$ cat config.mk
export PLATFORM = sky130hd
export DESIGN_NAME = latch_bank_arbiter
export DESIGN_NICKNAME = d
export VERILOG_FILES = /design/src/rtl/lba_pkg.sv /design/src/rtl/lba_storage.sv /design/src/rtl/latch_bank_arbiter.sv
export SDC_FILE = /design/constraint.sdc
export NUM_CORES = 1
export LEC_CHECK = 0
export CELL_PAD_IN_SITES_DETAIL_PLACEMENT = 0
export CELL_PAD_IN_SITES_GLOBAL_PLACEMENT = 2
export CORE_AREA = 2 2 106 108
export CTS_BUF_LIST = sky130_fd_sc_hd__clkbuf_8 sky130_fd_sc_hd__clkbuf_16
export CTS_CLUSTER_DIAMETER = 150
export CTS_CLUSTER_SIZE = 20
export DETAILED_ROUTE_END_ITERATION = 7
export DIE_AREA = 0 0 108 110
export PLACE_DENSITY_LB_ADDON = 0.1
export SLEW_MARGIN = 10
export SYNTH_ARGS = -nofsm -noshare
export SYNTH_HDL_FRONTEND = slang
export SYNTH_SLANG_ARGS = --single-unit
$ cat constraint.sdc
create_clock -name clk -period 2.1 [get_ports clk]
set_input_delay 0.315 -clock clk [delete_from_list [all_inputs] [get_ports clk]]
set_output_delay 0.315 -clock clk [all_outputs]
set_load 0.05 [all_outputs]
$ cat src/rtl/lba_pkg.sv
// Shared types and helpers for latch_bank_arbiter: FSM state encoding and round-robin pick.
package lba_pkg;

  localparam int STATE_W = 2;
  localparam int MAX_REQ = 8;
  localparam int PICK_W  = 3;

  typedef enum logic [STATE_W-1:0] {
    IDLE  = 2'd0,
    GRANT = 2'd1,
    WRITE = 2'd2,
    DONE  = 2'd3
  } state_t;

  // First asserted request at or after ptr, wrapping modulo nreq; 0 when nothing is asserted.
  function automatic logic [PICK_W-1:0] rr_pick(input logic [MAX_REQ-1:0] req,
                                                input logic [PICK_W-1:0]  ptr,
                                                input int                 nreq);
    logic [PICK_W-1:0] win;
    logic              found;
    int                idx;
    win   = '0;
    found = 1'b0;
    for (int k = 0; k < MAX_REQ; k++) begin
      if (k < nreq) begin
        idx = int'(ptr) + k;
        if (idx >= nreq) idx = idx - nreq;
        if (!found && req[idx[PICK_W-1:0]]) begin
          win   = idx[PICK_W-1:0];
          found = 1'b1;
        end
      end
    end
    return win;
  endfunction

endpackage

$ cat src/rtl/lba_storage.sv
// DEPTH x WIDTH register bank: async active-low clear, one write port, combinational read.
module lba_storage #(
  parameter int WIDTH = 8,
  parameter int DEPTH = 4,
  parameter int AW    = 2
) (
  input  logic             clk,
  input  logic             rst,
  input  logic             we,
  input  logic [AW-1:0]    waddr,
  input  logic [WIDTH-1:0] wdata,
  input  logic [AW-1:0]    raddr,
  output logic [WIDTH-1:0] rdata
);

  logic [WIDTH-1:0] mem_reg [DEPTH];

  always_ff @(posedge clk or negedge rst) begin
    if (!rst) begin
      for (int i = 0; i < DEPTH; i++) mem_reg[i] <= '0;
    end else if (we) begin
      mem_reg[waddr] <= wdata;
    end
  end

  assign rdata = mem_reg[raddr];

endmodule

$ cat src/rtl/latch_bank_arbiter.sv
// Round-robin write arbiter/sequencer in front of a shared register bank.
// Optional read-during-write forwarding is enabled with `define LBA_BYPASS_EN.
import lba_pkg::*;

module latch_bank_arbiter #(
  parameter int NREQ  = 4,
  parameter int WIDTH = 8,
  parameter int DEPTH = 4,
  localparam int AW   = $clog2(DEPTH)
) (
  input  logic                  clk,
  input  logic                  rst,
  input  logic [NREQ-1:0]       req,
  input  logic [NREQ*AW-1:0]    wr_addr,
  input  logic [NREQ*WIDTH-1:0] wr_data,
  output logic [NREQ-1:0]       gnt,
  output logic [NREQ-1:0]       done,
  output logic                  busy,
  input  logic [AW-1:0]         rd_addr,
  output logic [WIDTH-1:0]      rd_data
);

  localparam int SW = (NREQ > 1) ? $clog2(NREQ) : 1;

  state_t           state_reg, state_next;
  logic [SW-1:0]    sel_reg, sel_next;
  logic [SW-1:0]    ptr_reg, ptr_next;
  logic [AW-1:0]    addr_reg, addr_next;
  logic [WIDTH-1:0] data_reg, data_next;
  logic             we;
  logic [MAX_REQ-1:0] req_pad;
  logic [WIDTH-1:0] stored_rd;

  logic [AW-1:0]    addr_arr [NREQ];
  logic [WIDTH-1:0] data_arr [NREQ];

  // Unpack the flat per-requester buses and decode the one-hot grant/done outputs.
  for (genvar gi = 0; gi < NREQ; gi++) begin : g_req
    assign addr_arr[gi] = wr_addr[gi*AW +: AW];
    assign data_arr[gi] = wr_data[gi*WIDTH +: WIDTH];
    assign gnt[gi]  = ((state_reg == GRANT) || (state_reg == WRITE)) && (sel_reg == SW'(gi));
    assign done[gi] = (state_reg == DONE) && (sel_reg == SW'(gi));
  end

  assign busy = (state_reg != IDLE);

  always_ff @(posedge clk or negedge rst) begin
    if (!rst) begin
      state_reg <= IDLE;
      sel_reg   <= '0;
      ptr_reg   <= '0;
      addr_reg  <= '0;
      data_reg  <= '0;
    end else begin
      state_reg <= state_next;
      sel_reg   <= sel_next;
      ptr_reg   <= ptr_next;
      addr_reg  <= addr_next;
      data_reg  <= data_next;
    end
  end

  always_comb begin
    state_next = state_reg;
    sel_next   = sel_reg;
    ptr_next   = ptr_reg;
    addr_next  = addr_reg;
    data_next  = data_reg;
    we         = 1'b0;
    req_pad    = '0;
    req_pad[NREQ-1:0] = req;
    case (state_reg)
      IDLE: begin
        if (|req) begin
          sel_next   = SW'(rr_pick(req_pad, PICK_W'(ptr_reg), NREQ));
          state_next = GRANT;
        end
      end
      GRANT: begin
        // Requester withdrew before capture: abandon without touching ptr.
        if (req[sel_reg]) begin
          addr_next  = addr_arr[sel_reg];
          data_next  = data_arr[sel_reg];
          state_next = WRITE;
        end else begin
          state_next = IDLE;
        end
      end
      WRITE: begin
        we         = 1'b1;
        state_next = DONE;
      end
      DONE: begin
        ptr_next   = (sel_reg == SW'(NREQ-1)) ? '0 : sel_reg + 1'b1;
        state_next = IDLE;
      end
      default: state_next = IDLE;
    endcase
  end

  lba_storage #(
    .WIDTH(WIDTH),
    .DEPTH(DEPTH),
    .AW   (AW)
  ) u_storage (
    .clk  (clk),
    .rst  (rst),
    .we   (we),
    .waddr(addr_reg),
    .wdata(data_reg),
    .raddr(rd_addr),
    .rdata(stored_rd)
  );

`ifdef LBA_BYPASS_EN
  assign rd_data = ((state_reg == WRITE) && (rd_addr == addr_reg)) ? data_reg : stored_rd;
`else
  assign rd_data = stored_rd;
`endif

endmodule

==> metrics.txt <==
count of unresolved DRC violations after routing=0; number of global-route vias before repair=1,798; synthesis warning total=0; register-to-register setup slack=between 0.4 and 0.5 ns; hold_buf cts=0; post-route worst setup slack=between 0.08 and 0.09 ns; total standard cell area after synthesis=approximately 2600 µm²; met3 track demand over resource in global routing=around 2.8%; sort of element at the start of the critical path=input port; maximum clock frequency=497 MHz; largest fanout on the critical path=8; buffer and inverter count on the worst path=3; most common cell after layout, fill and taps aside=sky130_fd_sc_hd__dfrtp_1; input/output buffers=64; first element of the critical path=rd_addr[0]; proportion of layout cells with a drive suffix above 1=around 40%; capturing instance or port of the critical path=rd_data[6]; vias after detailed routing=roughly 1,700; Max VDD drop=424 µV; Die Outline Area=11,900 µm²; drt wl/cell=15.5 µm; total clock buffers created by CTS=5; CTS Root Cell=sky130_fd_sc_hd__clkbuf_8; number of antenna violations at the first check in global routing=0; maximum level of the CTS H-tree=2; remaining global-route overflow=0; total number of cells along the worst setup path=4; Avg Inst Size Synth=15.2 µm²; Largest delay share family, worst path=buffers and inverters; DR iter-0 viols=54; Post-synth EDFFs=0; peak per-stage delay on the critical path=between 0.5 and 0.6 ns; outcome=finished with violations; final cycle utilization of the critical path=95.8%; Max-slew headroom=around four fifths; most frequent cells in the layout=48 x sky130_fd_sc_hd__dfrtp_1, 46 x sky130_fd_sc_hd__clkdlybuf4s50_1, 34 x sky130_fd_sc_hd__mux2_2; CTS resizes=0; Worst Path Required=roughly 1.8 ns; number of placement rows=38; number of unique standard cell types used by synthesis=32; Slew Viols, Final=0; commonest register cell after synthesis=sky130_fd_sc_hd__dfrtp_1; critical path type=in2out; number of standard cells after synthesis=approximately 170; post-CTS repair timing setup buffer count=0; setup repair after global routing missed its margin=no; setup TNS=0 ns; number of cells on the worst reg-to-reg path=5; wire length of the first global-routing pass=9630 µm; number of flip-flops in the largest register=32; Chip Height=approximately 110 µm; worst flop-to-flop path endpoint=u_storage.mem_reg[25]$_DFFE_PN0P_; n_diodes=0; Critical-path top delay cell=sky130_fd_sc_hd__clkdlybuf4s50_1; Final Setup Violations=0; power per standard cell area=between 1000 and 1500 nW/µm²; share of the yosys chip area belonging to registers=about 46%; growth of design area from synthesis to finish=39.8%; Chip Width=108 µm; final WL=about 6100 µm; time the worst path needs with I/O delays and setup=roughly 2.0 ns; TritonCTS clock tree=built; clock network latency to the later pin of the worst-skew pair=approximately 0.29 ns; setup slack at placement=0.0855 ns; count of final hold-check violations=6; GRT Total Usage=10.9%; worst path cell trace=clkdlybuf4s50_1 -> buf_12 -> mux4_2 -> buf_4; clock net sink count=48; number of maximum-capacitance constraint violations=0; Slew @ Worst Pin=roughly 0.32 ns; GPL Wtd Cong=0.734; HPWL after detailed placement=4490 µm; arrival time of data at the critical path endpoint=about 1.7 ns; class of the tightest hold or removal check=in2async; leakage component of the power=approximately 1.6 nW; register bit total from synthesis=48; TritonRoute pass-1 iters=3; largest net degree at the start of global routing=49; total nets after synthesis=around 230; Final #Nets=310; Core Box Area=approximately 11,000 µm²; met1 capacity usage during global routing=14.7%; Synth async-reset ratio=100%; failing checks=hold timing; Worst Hold Margin=-0.0112 ns; GR peak layer=met2; I/O pin count=between 60 and 70; Initial Util=24.4%; GR Util met2=between 10% and 20%; Fin Clk Skew=around 0.0039 ns; routed vias/inst=4.38; Detail Route Antenna Nets=0; maximum count of clock buffers along a single path=2; endpoint kind of the worst setup timing path=primary output; Clk pin slew, worst setup/hold paths=around 0.080 ns; startpoint of the lowest-slack register-to-register path=state_reg[0]$_DFFE_PN0P_
[cells by family (layout without fill, tap and decap cells)]
| family | count (synthesis) | in the layout | share of synthesized area, % |
|---|---|---|---|
| multiplexers | 64 | 64 | 38.1 |
| buffers and inverters | 12 | 95 | 2.98 |
| AND/OR/NAND/NOR | 29 | 29 | 6.38 |
| flip-flops | 48 | 48 | 46.1 |
| AO/OA/AOI/OAI | 10 | 10 | 2.64 |
| adder cells (fa/ha/maj) | 8 | 8 | 3.84 |
[synthesized netlist by cell type (all sizes together), types with 2 or more instances]
cell | count | area, µm²
a21oi | 2 | 10.0
and2 | 8 | 50.1
buf | 5 | 51.3
dfrtp | 48 | 1200
ha | 8 | 100
inv | 6 | 22.5
mux2 | 43 | 518
mux2i | 2 | 20.0
mux4 | 19 | 454
nand2 | 6 | 25.0
nand2b | 2 | 12.5
nand3b | 3 | 22.5
nor2 | 4 | 15.0
nor2b | 2 | 12.5
o21ai | 2 | 10.0
[routing by layer]
| metal | wire length [µm] | vias up |
|---|---|---|
| met5 | 0 | - |
| met4 | 56 | 0 |
| met3 | 286 | 5 |
| met2 | 2850 | 44 |
| met1 | 2920 | 868 |
| li1 | - | 810 |
[cell type report]
class                      instances  area [µm²]
clock inverter                     2        8.76
sequential                        48        1200
timing repair buffer              82         841
tap                              140         175
fill                            1079        7050
multi-input combinational        111        1330
clock buffer                       5        68.8
inverter                           6        22.5
[power by group]
part           total (mW)  internal, mW  leakage (nW)  switching, mW
logic                2.45          1.32         0.956           1.13
registers            1.71          1.37         0.594          0.344
clock network       0.518         0.222        0.0452          0.295
total                4.68          2.91          1.59           1.77
[per-stage QoR]
step                hold slack [ns]  cell area, µm²  utilization (%)  std cells  power, mW
floorplan                    0.0194            2610                -        171       3.41
global placement              0.326            3570             33.3        387       4.22
detailed placement            0.327            3570             33.3        387       4.23
CTS                         0.00630            3640             34.1        394       4.78
global route                 0.0116            3640             34.1        394       5.01
finish                      -0.0112            3640             34.1        394       4.68
[worst min-delay path by stage]
stage                                                   end  slack, ns
after floorplan                  asynchronous set/reset pin       0.02
after global placement    u_storage.mem_reg[27]$_DFFE_PN0P_       0.33
after detailed placement            data_reg[3]$_DFFE_PN0P_       0.33
after CTS                 u_storage.mem_reg[15]$_DFFE_PN0P_      0.006
after global routing                data_reg[3]$_DFFE_PN0P_       0.01
final                               data_reg[3]$_DFFE_PN0P_      -0.01
Power figures use the tool's default switching activity.
